`src/rtl/lfsr_ctrl_pkg.sv`:
```
// Shared types and defaults for the LFSR sequencing controller.
// The FSM state enum, default widths and the all-zero seed substitute.
package lfsr_ctrl_pkg;

    localparam int unsigned DefaultW    = 8;
    localparam int unsigned DefaultCntW = 16;
    localparam logic [7:0]  DefaultZeroSub = 8'h01;

    typedef enum logic [2:0] {
        StIdle,
        StLoad,
        StPause,
        StRun,
        StStep
    } state_e;

endpackage

```
`src/rtl/lfsr_period_mon.sv`:
```
// Watches the LFSR one cycle after each shift: captures the sequence period on the first
// return to the seed and flags the all-zero lock-up state.
module lfsr_period_mon #(
    parameter int unsigned W     = 8,
    parameter int unsigned CNT_W = 16
) (
    input  logic             clk,
    input  logic             rst,
    input  logic             clr,
    input  logic             lfsr_en,
    input  logic [W-1:0]     lfsr_q,
    input  logic [W-1:0]     seed,
    input  logic [CNT_W-1:0] step_cnt,
    input  logic             step_sat,
    output logic             lock_now,
    output logic [CNT_W-1:0] period,
    output logic             period_valid,
    output logic             lock_err
);

    logic             shifted_q;
    logic [CNT_W-1:0] period_q;
    logic             period_valid_q;
    logic             lock_err_q;
    logic             capture;

    // lfsr_q and step_cnt already reflect the shift while shifted_q is high
    assign lock_now = shifted_q && (lfsr_q == '0);
    assign capture  = shifted_q && !period_valid_q && (lfsr_q == seed) && !step_sat;

    always_ff @(posedge clk) begin
        if (rst) begin
            shifted_q      <= 1'b0;
            period_q       <= '0;
            period_valid_q <= 1'b0;
            lock_err_q     <= 1'b0;
        end else begin
            shifted_q <= lfsr_en;
            if (clr) begin
                period_q       <= '0;
                period_valid_q <= 1'b0;
                lock_err_q     <= 1'b0;
            end else begin
                if (capture) begin
                    period_q       <= step_cnt;
                    period_valid_q <= 1'b1;
                end
                if (lock_now) begin
                    lock_err_q <= 1'b1;
                end
            end
        end
    end

    assign period       = period_q;
    assign period_valid = period_valid_q;
    assign lock_err     = lock_err_q;

endmodule

```
`src/rtl/lfsr_seq_ctrl.sv`:
```
// Sequencer for the 8-bit Fibonacci LFSR: seed load, run/pause, single-step on the divided
// tick, saturating shift counter, and period / lock-up monitoring.
module lfsr_seq_ctrl
    import lfsr_ctrl_pkg::*;
#(
    parameter int unsigned     W        = DefaultW,
    parameter int unsigned     CNT_W    = DefaultCntW,
    parameter logic [W-1:0]    ZERO_SUB = W'(DefaultZeroSub)
) (
    input  logic             clk,
    input  logic             rst,
    input  logic             tick,
    input  logic             btn_load,
    input  logic             btn_run,
    input  logic             btn_step,
    input  logic [W-1:0]     sw,
    input  logic [W-1:0]     lfsr_q,
    output logic             lfsr_load,
    output logic [W-1:0]     lfsr_seed,
    output logic             lfsr_en,
    output logic             running,
    output logic [CNT_W-1:0] step_cnt,
    output logic [CNT_W-1:0] period,
    output logic             period_valid,
    output logic             lock_err
);

    state_e           state_q, state_d;
    logic [W-1:0]     seed_q;
    logic [CNT_W-1:0] step_cnt_q;
    logic             step_sat;
    logic             lock_now;
    logic             lock_block;
    logic             shift_ok;

    assign step_sat   = &step_cnt_q;
    assign lock_block = lock_err | lock_now;
    // A coinciding load, reset or lock-up suppresses the shift
    assign shift_ok   = tick && !btn_load && !rst && !lock_now;

    always_comb begin
        state_d = state_q;
        lfsr_en = 1'b0;
        case (state_q)
            StIdle: ;
            StLoad: state_d = StPause;
            StPause: begin
                if (!lock_block) begin
                    if (btn_run) begin
                        state_d = StRun;
                    end else if (btn_step) begin
                        state_d = StStep;
                    end
                end
            end
            StRun: begin
                lfsr_en = shift_ok;
                if (lock_now || btn_run) begin
                    state_d = StPause;
                end
            end
            StStep: begin
                lfsr_en = shift_ok;
                if (lock_now || tick) begin
                    state_d = StPause;
                end
            end
            default: state_d = StIdle;
        endcase
        if (btn_load) begin
            state_d = StLoad;
        end
    end

    always_ff @(posedge clk) begin
        if (rst) begin
            state_q    <= StIdle;
            seed_q     <= ZERO_SUB;
            step_cnt_q <= '0;
        end else begin
            state_q <= state_d;
            if (btn_load) begin
                seed_q <= (sw == '0) ? ZERO_SUB : sw;
            end
            if (state_q == StLoad) begin
                step_cnt_q <= '0;
            end else if (lfsr_en && !step_sat) begin
                step_cnt_q <= step_cnt_q + 1'b1;
            end
        end
    end

    lfsr_period_mon #(
        .W     (W),
        .CNT_W (CNT_W)
    ) u_period_mon (
        .clk          (clk),
        .rst          (rst),
        .clr          (state_q == StLoad),
        .lfsr_en      (lfsr_en),
        .lfsr_q       (lfsr_q),
        .seed         (seed_q),
        .step_cnt     (step_cnt_q),
        .step_sat     (step_sat),
        .lock_now     (lock_now),
        .period       (period),
        .period_valid (period_valid),
        .lock_err     (lock_err)
    );

    assign lfsr_load = (state_q == StLoad);
    assign lfsr_seed = seed_q;
    assign running   = (state_q == StRun);
    assign step_cnt  = step_cnt_q;

endmodule

```
`config.mk`:
```
export PLATFORM = sky130hd
export DESIGN_NAME = lfsr_seq_ctrl
export DESIGN_NICKNAME = d
export VERILOG_FILES = /design/src/rtl/lfsr_ctrl_pkg.sv /design/src/rtl/lfsr_period_mon.sv /design/src/rtl/lfsr_seq_ctrl.sv
export SDC_FILE = /design/constraint.sdc
export NUM_CORES = 1
export LEC_CHECK = 0
export ABC_AREA = 1
export CAP_MARGIN = 15
export CORE_MARGIN = 3
export CORE_UTILIZATION = 57
export CTS_CLUSTER_DIAMETER = 200
export DETAILED_ROUTE_END_ITERATION = 7
export DONT_BUFFER_PORTS = 1
export PLACE_DENSITY = 0.82
export SLEW_MARGIN = 20
export SYNTH_ARGS = -nofsm -noshare
export SYNTH_HDL_FRONTEND = slang
export SYNTH_SLANG_ARGS = --single-unit
```
`constraint.sdc`:
```
create_clock -name clk -period 2.08 [get_ports clk]
set_input_delay 0.416 -clock clk [delete_from_list [all_inputs] [get_ports clk]]
set_output_delay 0.416 -clock clk [all_outputs]
set_load 0.005 [all_outputs]
```
==> out/qor.yml <==
crit_family: "simple AND/OR/NAND/NOR gates"
synthArstFlopShare: 0
grt_use_total: 0.231
syn2layout_area_growth_pct: 8.13
grt_pass1_vias: 2157
route.antenna.remaining_nets: 0
status: "completed"
reg2reg_depth: 10
fin_crit_sh: 0.942
synth.distinct_cells: 30
timing.fmax_ghz: 0.510
rsz0062_at_grt: "false"
cts.path.max_buffers: 2
route.vias.total: 2391
synth.area.top_cells: "dfxtp_1 (36%), nand2_1 (16%), inv_1 (11%), nor2_1 (6.7%), nand4_1 (5.2%)"
cp_max_fo: 17
die_y_um: 72.5
worstSetupEndpointType: "register"
numPortBuffers: 0
core_area_um2: 4140
synth.largest_area_cell: "dfxtp_1"
yosys_warnings: 0
setup_violations: 0
cp-start-kind: "register"
grt_max_degree: 21
tightest_slew_ns: 0.557
drt_wl_total_um: 5940
synth_nets: 415
die_w_um: 72.5
cp.arrival_ns: 2.16
seq_area_um2: 921
leakage_nw: 1.16
ys_ff_latch: 46
ys_seq_area_frac: 0.365
cts_buffers: 5
worst-path-buf-inv: 1
clock_latency_ns: 0.30
nets: 424
path_clk_slew_ns: 0.09
grt_pass1_wl_um: 9780
postSynthAreaPerCell_um2: 6.44
hold_viol_final: 0
io_pins: 67
vias_per_cell: 5.29
maxCapViolations: 0
dpl_cell_area_um2: 2590
fin_tns_setup_ns: 0
start_util: 0.609
yosys-top-cells-count: "nand2_1 (108), inv_1 (73), dfxtp_1 (46)"
cts_root_buffer: "clkbuf_8"
synth_area_um2: 2520
r2r-start: "step_cnt[1]"
finalClockSkew_ns: 0.00827
critPathRequiredTime_ns: 2.28
dieArea_um2: 5260
rows: 23
cpMaxStageDelayCell: "dfxtp_1"
gp_congestion: 0.936
powerDensity_nw_per_um2: 629
critical_path.endpoint: "step_cnt[6]"
drc_errors: 0
reg2reg_to: "step_cnt[6]"
n_antenna_cell: 0
rrSetupSlack_ns: 0.12
synth_top_area_share: 0.365
dp_hpwl_um: 4510
multi_input_comb_area_um2: 1260
detail_route.iter0.violations: 162
vdd_ir_drop_max_mv: 0.497
min_period_ns: 1.96
routedWlPerCell_um: 13.2
path_depth: 10
grt_antenna_before_repair: 0
synth_edf_count: 0
htree_levels: 2
first_pass_iters: 5
fin_area_um2: 2730
cts_tree: "built"
max_stage_delay_ns: 0.42
drive_gt1_frac: 0.0796
grt.overflow.total: 0
path_class: "register to register"
cts_sinks: 46
netlist_instances: 392
fillerInstances: 388
synth_ff_type: "dfxtp_1"
hold_path_class: "primary input to register"
synth_most_common_cell: "nand2_1"
drv_slew: 0
setup.worst_path.start: "step_cnt[1]"
slew_headroom: 0.628
worstPathCellList: "ha_1, nand2_2, nor3_4, nand4_4, nand2_8, inv_2, nand2_1, nand2_1, nand2_1, nor2_1"
crit_top_cell: "nand2_1"
[metal layers]
layer	vias up	track usage	wire (um)
met1	1035	0.322	2600
li1	1224	-	-
met3	15	0.0637	610
met4	0	0.0779	94
met5	-	0	0
met2	117	0.344	2640
[metrics by stage]
stage          cells  worst slack [ns]  power [mW]  utilization  hold WS [ns]
2_1_floorplan    392             0.365        1.04            -         0.466
3_3_place_gp     442             0.268        1.07        0.626         0.492
3_5_place_dp     442             0.141        1.08        0.626         0.492
4_1_cts          450             0.125        1.73        0.653         0.216
5_1_grt          452            0.0212        1.79        0.659         0.224
6_report         452             0.121        1.72        0.659         0.219
[placed cells by master (no fill, tap or decap), types with 2 or more instances in the layout]
master	synthesis	routed
nand3_1	19	19
nor2_1	45	45
xor2_1	10	10
xnor2_1	3	3
dfxtp_1	46	46
clkbuf_8	0	5
nand2_1	108	108
inv_1	73	73
inv_2	2	2
nor2_2	4	4
nand4_1	21	21
buf_4	0	11
nor3_1	9	9
o21ai_0	9	9
a21oi_1	17	17
clkinv_1	4	4
[where the power goes]
part | total, mW | switching (mW) | internal (mW)
clock network | 0.658 | 0.300 | 0.359
logic | 0.149 | 0.0991 | 0.0503
registers | 0.908 | 0.0142 | 0.894
[logic make-up after synthesis]
| group | after synthesis | share of synthesized area |
|---|---|---|
| AND/OR/NAND/NOR | 214 | 0.380 |
| XOR/XNOR | 13 | 0.0451 |
| adder cells (fa/ha/maj) | 1 | 0.00496 |
| AO/OA/AOI/OAI | 30 | 0.0645 |
| buffers and inverters | 88 | 0.141 |
| flip-flops | 46 | 0.365 |
[worst reg2reg max path: stages (launching register included)]
cell and delay [ns]:
dfxtp_1 0.42, ha_1 0.26, nand2_2 0.10, nor3_4 0.31, nand4_4 0.19, nand2_8 0.17, inv_2 0.13, nand2_1 0.11
nand2_1 0.06, nand2_1 0.06, nor2_1 0.05
[registers in the layout, indices dropped and copies added (netlist names)]
name	count
step_cnt	16
u_period_mon.period	16
lfsr_seed	8
state_q	3
u_period_mon.lock_err	1
u_period_mon.period_valid	1
u_period_mon.shifted_q	1
[layout make-up]
cell class              count  area share
flip-flops and latches     46       0.337
clock buffers               6      0.0266
clock inverters             2      0.0138
multi-input cells         258       0.460
inverters                  79       0.109
well taps                  50      0.0229
repair buffers             11      0.0303
[worst min-delay path by stage]
stage | start | endpoint | slack [ns] | cells past startpoint
5_1_grt | sw[1] | lfsr_seed[1] | 0.22 | 2
3_3_place_gp | lfsr_seed[2] | lfsr_seed[2] | 0.49 | 2
2_1_floorplan | u_period_mon.period_valid | u_period_mon.period_valid | 0.47 | 2
6_report | sw[1] | lfsr_seed[1] | 0.22 | 2
3_5_place_dp | lfsr_seed[2] | lfsr_seed[2] | 0.49 | 2
4_1_cts | sw[1] | lfsr_seed[1] | 0.22 | 2
[what timing repair did]
item	CTS	global route
hold buffers	0	0
buffers inserted	0	2
resized for setup	0	1
setup endpoints to repair	0	1
(Power assumes the default switching activity.)
